[config.mk]
export PLATFORM = sky130hd
export DESIGN_NAME = rsa_modexp_ctrl_flat
export DESIGN_NICKNAME = d
export VERILOG_FILES = /design/src/rtl/rsa_modexp_ctrl_pkg.sv /design/src/rtl/rsa_modexp_ctrl_if.sv /design/src/rtl/rsa_modexp_ctrl.sv /design/src/flat_wrapper.sv
export SDC_FILE = /design/constraint.sdc
export NUM_CORES = 1
export LEC_CHECK = 0
export BUFFER_PORTS_ARGS = -buffer_cell sky130_fd_sc_hd__buf_2
export CORE_UTILIZATION = 57
export CTS_CLUSTER_SIZE = 14
export DETAILED_ROUTE_END_ITERATION = 10
export PLACE_DENSITY = 0.9
export SLEW_MARGIN = 40
export SYNTH_ARGS = -nofsm -noshare
export SYNTH_HDL_FRONTEND = slang
export SYNTH_SLANG_ARGS = --single-unit
[constraint.sdc]
create_clock -name clk -period 4.6 [get_ports clk]
set_input_delay 0.23 -clock clk [delete_from_list [all_inputs] [get_ports clk]]
set_output_delay 0.23 -clock clk [all_outputs]
set_load 0.02 [all_outputs]
[src/rtl/rsa_modexp_ctrl_pkg.sv]
// Shared types and operand-select encodings for the modular-exponentiation sequencer.
package rsa_modexp_ctrl_pkg;

    typedef enum logic [2:0] {
        S_IDLE,
        S_PRE_X,
        S_PRE_ACC,
        S_SQUARE,
        S_MULT,
        S_POST,
        S_DONE
    } state_e;

    typedef enum logic {
        PH_ISSUE,
        PH_WAIT
    } phase_e;

    localparam logic [1:0] A_ACC   = 2'd0;
    localparam logic [1:0] A_PLAIN = 2'd1;
    localparam logic [1:0] A_ONE   = 2'd2;

    localparam logic [1:0] B_ACC   = 2'd0;
    localparam logic [1:0] B_XBAR  = 2'd1;
    localparam logic [1:0] B_R2    = 2'd2;
    localparam logic [1:0] B_ONE   = 2'd3;

endpackage

[src/rtl/rsa_modexp_ctrl_if.sv]
// Host control and Montgomery-multiplier handshake bundle for rsa_modexp_ctrl.
interface rsa_modexp_ctrl_if #(
    parameter int WIDTH = 8
);
    logic             ena;
    logic             start;
    logic             stop;
    logic [WIDTH-1:0] exponent;
    logic             mmm_start;
    logic             mmm_done;
    logic             mmm_clr;
    logic [1:0]       a_sel;
    logic [1:0]       b_sel;
    logic             acc_we;
    logic             xbar_we;
    logic             busy;
    logic             eoc;

    // master: the surrounding system (host + multiplier); slave: the sequencer
    modport master (
        output ena, start, stop, exponent, mmm_done,
        input  mmm_start, mmm_clr, a_sel, b_sel, acc_we, xbar_we, busy, eoc
    );

    modport slave (
        input  ena, start, stop, exponent, mmm_done,
        output mmm_start, mmm_clr, a_sel, b_sel, acc_we, xbar_we, busy, eoc
    );
endinterface

[src/rtl/rsa_modexp_ctrl.sv]
// Left-to-right square-and-multiply sequencer driving a shared Montgomery multiplier,
// including Montgomery-domain entry (PRE_X, PRE_ACC) and exit (POST).
module rsa_modexp_ctrl
    import rsa_modexp_ctrl_pkg::*;
#(
    parameter int WIDTH = 8
) (
    input  logic              clk,
    input  logic              rst,
    rsa_modexp_ctrl_if.slave  bus
);

    localparam int IDX_W = (WIDTH > 2) ? $clog2(WIDTH) : 1;
    localparam logic [IDX_W-1:0] IDX_TOP = IDX_W'(WIDTH - 1);

    state_e           state_q, state_d;
    phase_e           phase_q, phase_d;
    logic [IDX_W-1:0] bit_idx_q, bit_idx_d;
    logic [WIDTH-1:0] exp_q, exp_d;

    logic       start_pls, clr_pls, acc_we_s, xbar_we_s, eoc_s;
    logic [1:0] a_sel_s, b_sel_s;

    always_ff @(posedge clk or posedge rst) begin
        if (rst) begin
            state_q   <= S_IDLE;
            phase_q   <= PH_ISSUE;
            bit_idx_q <= IDX_TOP;
            exp_q     <= '0;
        end else begin
            state_q   <= state_d;
            phase_q   <= phase_d;
            bit_idx_q <= bit_idx_d;
            exp_q     <= exp_d;
        end
    end

    // Operand selects depend on the state only, so they are stable across ISSUE and WAIT
    always_comb begin
        a_sel_s = A_ACC;
        b_sel_s = B_ACC;
        case (state_q)
            S_PRE_X:   begin a_sel_s = A_PLAIN; b_sel_s = B_R2;   end
            S_PRE_ACC: begin a_sel_s = A_ONE;   b_sel_s = B_R2;   end
            S_SQUARE:  begin a_sel_s = A_ACC;   b_sel_s = B_ACC;  end
            S_MULT:    begin a_sel_s = A_ACC;   b_sel_s = B_XBAR; end
            S_POST:    begin a_sel_s = A_ACC;   b_sel_s = B_ONE;  end
            default:   begin a_sel_s = A_ACC;   b_sel_s = B_ACC;  end
        endcase
    end

    always_comb begin
        state_d   = state_q;
        phase_d   = phase_q;
        bit_idx_d = bit_idx_q;
        exp_d     = exp_q;
        start_pls = 1'b0;
        clr_pls   = 1'b0;
        acc_we_s  = 1'b0;
        xbar_we_s = 1'b0;
        eoc_s     = 1'b0;

        if (bus.ena) begin
            if (state_q == S_IDLE) begin
                if (bus.start && !bus.stop) begin
                    state_d   = S_PRE_X;
                    phase_d   = PH_ISSUE;
                    exp_d     = bus.exponent;
                    bit_idx_d = IDX_TOP;
                end
            end else if (bus.stop) begin
                // Abort outranks a coincident mmm_done: no write strobe, no eoc
                state_d = S_IDLE;
                phase_d = PH_ISSUE;
                clr_pls = 1'b1;
            end else if (state_q == S_DONE) begin
                eoc_s   = 1'b1;
                state_d = S_IDLE;
            end else if (phase_q == PH_ISSUE) begin
                start_pls = 1'b1;
                phase_d   = PH_WAIT;
            end else if (bus.mmm_done) begin
                phase_d = PH_ISSUE;
                case (state_q)
                    S_PRE_X: begin
                        xbar_we_s = 1'b1;
                        state_d   = S_PRE_ACC;
                    end
                    S_PRE_ACC: begin
                        acc_we_s = 1'b1;
                        state_d  = S_SQUARE;
                    end
                    S_SQUARE: begin
                        acc_we_s = 1'b1;
                        if (exp_q[bit_idx_q]) begin
                            state_d = S_MULT;
                        end else if (bit_idx_q == '0) begin
                            state_d = S_POST;
                        end else begin
                            bit_idx_d = bit_idx_q - IDX_W'(1);
                            state_d   = S_SQUARE;
                        end
                    end
                    S_MULT: begin
                        acc_we_s = 1'b1;
                        if (bit_idx_q == '0) begin
                            state_d = S_POST;
                        end else begin
                            bit_idx_d = bit_idx_q - IDX_W'(1);
                            state_d   = S_SQUARE;
                        end
                    end
                    S_POST: begin
                        acc_we_s = 1'b1;
                        state_d  = S_DONE;
                    end
                    default: state_d = S_IDLE;
                endcase
            end
        end
    end

    assign bus.mmm_start = start_pls;
    assign bus.mmm_clr   = clr_pls;
    assign bus.acc_we    = acc_we_s;
    assign bus.xbar_we   = xbar_we_s;
    assign bus.eoc       = eoc_s;
    assign bus.a_sel     = a_sel_s;
    assign bus.b_sel     = b_sel_s;
    assign bus.busy      = (state_q != S_IDLE);

endmodule

[src/flat_wrapper.sv]
// flat-port wrapper written by rule: the top's interface ports become plain ports
module rsa_modexp_ctrl_flat import rsa_modexp_ctrl_pkg::*;
#(
    parameter int WIDTH = 8
)
  (clk, rst, bus_ena, bus_start, bus_stop, bus_exponent, bus_mmm_done, bus_mmm_start, bus_mmm_clr, bus_a_sel, bus_b_sel, bus_acc_we, bus_xbar_we, bus_busy, bus_eoc);
  rsa_modexp_ctrl_if #(.WIDTH(WIDTH)) bus_i ();
  input  logic clk;
  input  logic rst;
  input wire logic [$bits(bus_i.ena)-1:0] bus_ena;
  input wire logic [$bits(bus_i.start)-1:0] bus_start;
  input wire logic [$bits(bus_i.stop)-1:0] bus_stop;
  input wire logic [$bits(bus_i.exponent)-1:0] bus_exponent;
  input wire logic [$bits(bus_i.mmm_done)-1:0] bus_mmm_done;
  output wire logic [$bits(bus_i.mmm_start)-1:0] bus_mmm_start;
  output wire logic [$bits(bus_i.mmm_clr)-1:0] bus_mmm_clr;
  output wire logic [$bits(bus_i.a_sel)-1:0] bus_a_sel;
  output wire logic [$bits(bus_i.b_sel)-1:0] bus_b_sel;
  output wire logic [$bits(bus_i.acc_we)-1:0] bus_acc_we;
  output wire logic [$bits(bus_i.xbar_we)-1:0] bus_xbar_we;
  output wire logic [$bits(bus_i.busy)-1:0] bus_busy;
  output wire logic [$bits(bus_i.eoc)-1:0] bus_eoc;
  assign bus_i.ena = bus_ena;
  assign bus_i.start = bus_start;
  assign bus_i.stop = bus_stop;
  assign bus_i.exponent = bus_exponent;
  assign bus_i.mmm_done = bus_mmm_done;
  assign bus_mmm_start = bus_i.mmm_start;
  assign bus_mmm_clr = bus_i.mmm_clr;
  assign bus_a_sel = bus_i.a_sel;
  assign bus_b_sel = bus_i.b_sel;
  assign bus_acc_we = bus_i.acc_we;
  assign bus_xbar_we = bus_i.xbar_we;
  assign bus_busy = bus_i.busy;
  assign bus_eoc = bus_i.eoc;
  rsa_modexp_ctrl #(.WIDTH(WIDTH)) u_core (.clk(clk), .rst(rst), .bus(bus_i));
endmodule
== Word-level counts from Yosys, hierarchy flattened ==
Cells that the tools add are included.

* Multiplexer cells: 54
* Magnitude comparators: 1
* Bitwise operators: 0
* $mul: 0
* Reduce and logical (&&, ||, !) cells: 16
* Equal/unequal tests: 11
* Shift operators: 0
* Div/mod/pow operators: 0
* Add/subtract/negate cells: 1

{| class="wikitable"
|+ Operators by type and width
! kind !! number
|-
| $mux W3 || 16
|-
| $mux W1 || 33
|-
| $pmux W3 S5 || 1
|-
| $eq A3 B3 Y1 const B || 3
|-
| $reduce_and A8 Y1 || 1
|-
| $reduce_bool A4 Y1 || 2
|-
| $eq A3 B2 Y1 const B || 2
|-
| $logic_not A3 Y1 || 2
|-
| $ne A3 B2 Y1 const B || 2
|-
| $pmux W2 S3 || 1
|-
| $pmux W3 S2 || 1
|-
| $reduce_and A3 Y1 || 2
|-
| $reduce_bool A3 Y1 || 2
|-
| $lt A3 B4 Y1 const B || 1
|-
| $ne A2 B1 Y1 const B || 2
|-
| $pmux W2 S2 || 1
|-
| $reduce_and A4 Y1 || 1
|-
| $reduce_bool A2 Y1 || 2
|-
| $reduce_or A4 Y1 || 1
|-
| $bmux W1 S3 || 1
|-
| $eq A3 B1 Y1 const B || 1
|-
| $sub A3 B1 Y3 const B || 1
|-
| $ne A2 B2 Y1 const B || 1
|-
| $reduce_or A2 Y1 || 1
|-
| other kinds (2) || 2
|}

* Bits in latches: 0
* Memories: 0
* Bits in writable memories: 0
* Input port bits: 14
* Output and inout port bits: 10
* Memory bits (read-only): 0
* Register bits after elaboration: 15

== Longest topological paths before layout ==
* Depth after elaboration: 9
* Mapped depth: 8
* Gate-level depth less buffers: 7

== Worst setup path before layout ==
No wires, ideal clock.

* Kind: register -> register
* From: register u_core.bit_idx_q[0]
* To: register u_core.bit_idx_q[2]
* Data arrival time: 2.126 ns
* Clock period less this slack: 2.220 ns
* Data required time: 4.506 ns
* Setup time: 0.094 ns
* Path buffers: 1
* Stages on the path, launching flop included: 9
* Path slack: 2.380 ns
* Cells stage by stage: dfstp_2 -> buf_4 -> inv_1 -> ha_1 -> nor2b_2 -> or4_4 -> a31oi_4 -> nor3_2 -> a311oi_1

* Cells in the longest elaborated chain, start to end: 9
* Elaborated cells between the ends (all ways): 14

{| class="wikitable"
|+ RTL lines
! element !! line !! source
|-
| start, declared || rsa_modexp_ctrl.sv:18 || <nowiki>logic [IDX_W-1:0] bit_idx_q, bit_idx_d;</nowiki>
|-
| start signal, assigned || rsa_modexp_ctrl.sv:33 || <nowiki>bit_idx_q <= bit_idx_d;</nowiki>
|-
| $sub A3 B1 Y3 or $logic_not A3 Y1 (tied branches) || -- ||
|-
| $mux W3 || rsa_modexp_ctrl.sv:97, rsa_modexp_ctrl.sv:106 ||
|-
| $mux W3 || rsa_modexp_ctrl.sv:95 || <nowiki>if (exp_q[bit_idx_q]) begin</nowiki>
|-
| $pmux W3 S2 || rsa_modexp_ctrl.sv:84 || <nowiki>case (state_q)</nowiki>
|-
| $mux W3 || rsa_modexp_ctrl.sv:82 || <nowiki>end else if (bus.mmm_done) begin</nowiki>
|-
| $mux W3 || rsa_modexp_ctrl.sv:79 || <nowiki>end else if (phase_q == PH_ISSUE) begin</nowiki>
|-
| $mux W3 || rsa_modexp_ctrl.sv:76 || <nowiki>end else if (state_q == S_DONE) begin</nowiki>
|-
| $mux W3 || rsa_modexp_ctrl.sv:71 || <nowiki>end else if (bus.stop) begin</nowiki>
|-
| $mux W3 || rsa_modexp_ctrl.sv:64 || <nowiki>if (state_q == S_IDLE) begin</nowiki>
|}

Several ways; a longest one is shown, not always the timed one. The select of a mux whose other input is x is not followed.
A chain may end at the register's enable or synchronous reset.

== Worst setup path in the final report ==
Same ends and word-level chain as after synthesis.

==> out/results.txt <==
Status: finished, final reports clean
Rows: 15
Worst skew pair latency: 0.28 ns
Vias per cell: 5.98
Clock tree sinks: 15
DP Area: 0.00120 mm^2
PostCTS Resize Cnt: 0
GRT overflow: 0
CP arrival: 2.54 ns
Cts bufs inserted: 3
Synth async-reset ratio: 1.00
Design area: 0.00123 mm^2
Critical Path End Type: register
Setup Viol. Count Final: 0
# diodes: 0
Fillcell total: 150
Worst setup startpoint: u_core.bit_idx_q[0]
Initial Util: 0.619
Worst R2R End: u_core.bit_idx_q[2]
Pin count of the biggest net entering global routing: 16
Final Hold Violating Endpoints: 0
Pins Over Slew Limit: 0
Fmax: 426 MHz
Worst-path clk slew: 0.09 ns
Post-Syn Nets: 130
Total Wirelength: 2420 um
Antenna violations before repair: 0
Primary FF master, synth: dfrtp_1
Crit share post-route: 0.510
Final min period: 2.35 ns
Post-Syn Area: 0.00109 mm^2
Synth Instances: 113
Die Height: 45.8 um
Hold_ws: 0.177 ns
Hold Path Class: primary input to register
Total Die Area: 0.00210 mm^2
Detail Route Antenna Nets: 0
DP Cell Count: 156
Area delta synth->final: 12.8%
Crit Path Class: register to register
Reg2reg start: u_core.bit_idx_q[0]
Hold_sp: bus_exponent[2]
Count of input and output buffers: 23
CTS tree: done
Final core occ: 0.699
CTS max path bufs: 2
Worst-Margin Slew: 0.540 ns
Fin cells: 161
VDD IR-drop max: 0.000365 V
Htree depth: 1
Hold path endpoint: u_core.exp_q[2]
Mean cell area of the mapped netlist: 9.67 um^2
Yosys warning total: 0
Post-synth EDFFs: 0
Avg WL per Cell: 15.0 um
FF+latch count, synth: 15
Hold Crit Depth: 2
Critical Path Fanout Max: 9
Gr usage total: 0.262
Worst rel slew slack: 0.640
Layout cells sized above 1: 0.346
R2R setup slack: 2.25 ns
Lkg Pwr: 0.607 nW
Nets: 154
Root Buffer: clkbuf_4
First-pass GRT wire length: 3910 um
Setup slack after layout: 2.25 ns
Via Count: 963
Number of remaining DRC errors: 0
Core area: 0.00176 mm^2
Req. time, crit path: 4.79 ns
Pre-CTS WS: 2.26 ns
PD cells: 615 mW/mm^2
Die Wd: 45.8 um
R2R depth: 7
Ports: 24
Netlist cell types: 46
Tot Pwr: 0.758 mW
Max Cap Violations: 0
Sequential area share after synthesis: 0.347
1st-iter DRT viols: 36
Startpoint types: register
Post-DP HPWL: 1890 um
Unrepaired setup endpoints after global routing: no
Clk_skew: 0.00742 ns
Initial DRT Pass Iterations: 4
Vias in the first global route: 900
Placer Congestion: 0.911
Setup_tns: 0 ns
## critical path, cell delays in order (launching register included)
cell	delay, ns
dfstp_2	0.64
inv_1	0.10
ha_1	0.22
nor2b_2	0.19
or4_4	0.55
a31oi_4	0.25
nor3_2	0.08
a311oi_1	0.24
## kinds of logic (layout without fill, tap and decap cells)
family,after synthesis,after routing,share of synthesized area
compound gates,29,29,0.219
xor+xnor,1,1,0.00802
fa+ha+maj,3,3,0.0344
buf+inv,12,35,0.0630
flops,15,15,0.347
mux,12,12,0.120
simple gates,41,41,0.208
## report_power, final
group	internal [mW]	total, mW	leakage, nW	switching [mW]
Sequential	0.201	0.278	0.179	0.0770
Combinational	0.180	0.408	0.412	0.227
Clock	0.0336	0.0729	0.0150	0.0393
## final cells by class
cell class / count / area [um^2] / share of cell area
multi-input cells: 86 / 644 / 0.523
clock buffers: 4 / 26.3 / 0.0213
repair buffers: 24 / 125 / 0.102
well taps: 25 / 31.3 / 0.0254
flip-flops and latches: 15 / 379 / 0.308
inverters: 7 / 26.3 / 0.0213
## registers in the layout, summed over array words and instances (netlist names)
register and flops:
u_core.bit_idx_q 3, u_core.phase_q 1, u_core.exp_q 8, u_core.state_q 3
## how the worst max path moves through the flow
stage | slack, ns | end
after detailed placement | 2.26 | u_core.bit_idx_q[2]
after global placement | 2.33 | u_core.bit_idx_q[2]
final | 2.25 | u_core.bit_idx_q[2]
after floorplan | 2.38 | u_core.bit_idx_q[2]
after CTS | 2.26 | u_core.bit_idx_q[2]
after global routing | 2.17 | u_core.bit_idx_q[2]
## synth_stat cells, drive strengths merged, types with 2 or more instances
library cell | count | area, um^2
dfrtp | 12 | 300
ha | 3 | 37.5
and3 | 3 | 18.8
nor3 | 5 | 30.0
nand3 | 2 | 10.0
nand3b | 2 | 15.0
and2b | 2 | 15.0
nand2 | 7 | 26.3
nor2 | 10 | 40.0
a21o | 3 | 22.5
inv | 7 | 26.3
dfstp | 3 | 78.8
mux2i | 3 | 30.0
a31oi | 2 | 27.5
clkbuf | 4 | 35.0
o31a | 2 | 20.0
a41oi | 2 | 17.5
a21oi | 2 | 10.0
o21ai | 5 | 25.0
mux2 | 9 | 101
o21a | 2 | 15.0
nand2b | 3 | 18.8
## per-layer routing
| layer | wire (um) | part of all wire | GRT usage | vias to the layer above |
|---|---|---|---|---|
| met2 | 1240 | 0.51 | 0.446 | 34 |
| met3 | 134 | 0.055 | 0.0437 | 2 |
| met4 | 12 | 0.0050 | 0.0706 | 0 |
| met1 | 1040 | 0.43 | 0.346 | 460 |
| met5 | 0 | 0 | 0 | - |
| li1 | - | - | - | 467 |
## layout by cell type (no fill, tap or decap), types with 2 or more instances in the layout
cell type  synthesis  routed
a21o_1             3       3
a21oi_1            2       2
a41oi_1            2       2
and2b_1            2       2
and3_1             3       3
buf_2              0      23
clkbuf_4           0       3
dfrtp_1           12      12
dfstp_2            3       3
ha_1               3       3
inv_1              7       7
mux2_2             9       9
mux2i_1            3       3
nand2_1            7       7
nand2b_1           3       3
nand3_1            2       2
nand3b_1           2       2
nor2_1             9       9
nor3_1             4       4
o21a_1             2       2
o21ai_0            5       5
o31a_2             2       2
## what timing repair did
action	4_1_cts	5_1_grt
setup buffers	0	0
hold buffers	1	0
endpoints found under the hold margin	12	0
Note: power is estimated with default switching activity, not from simulation.
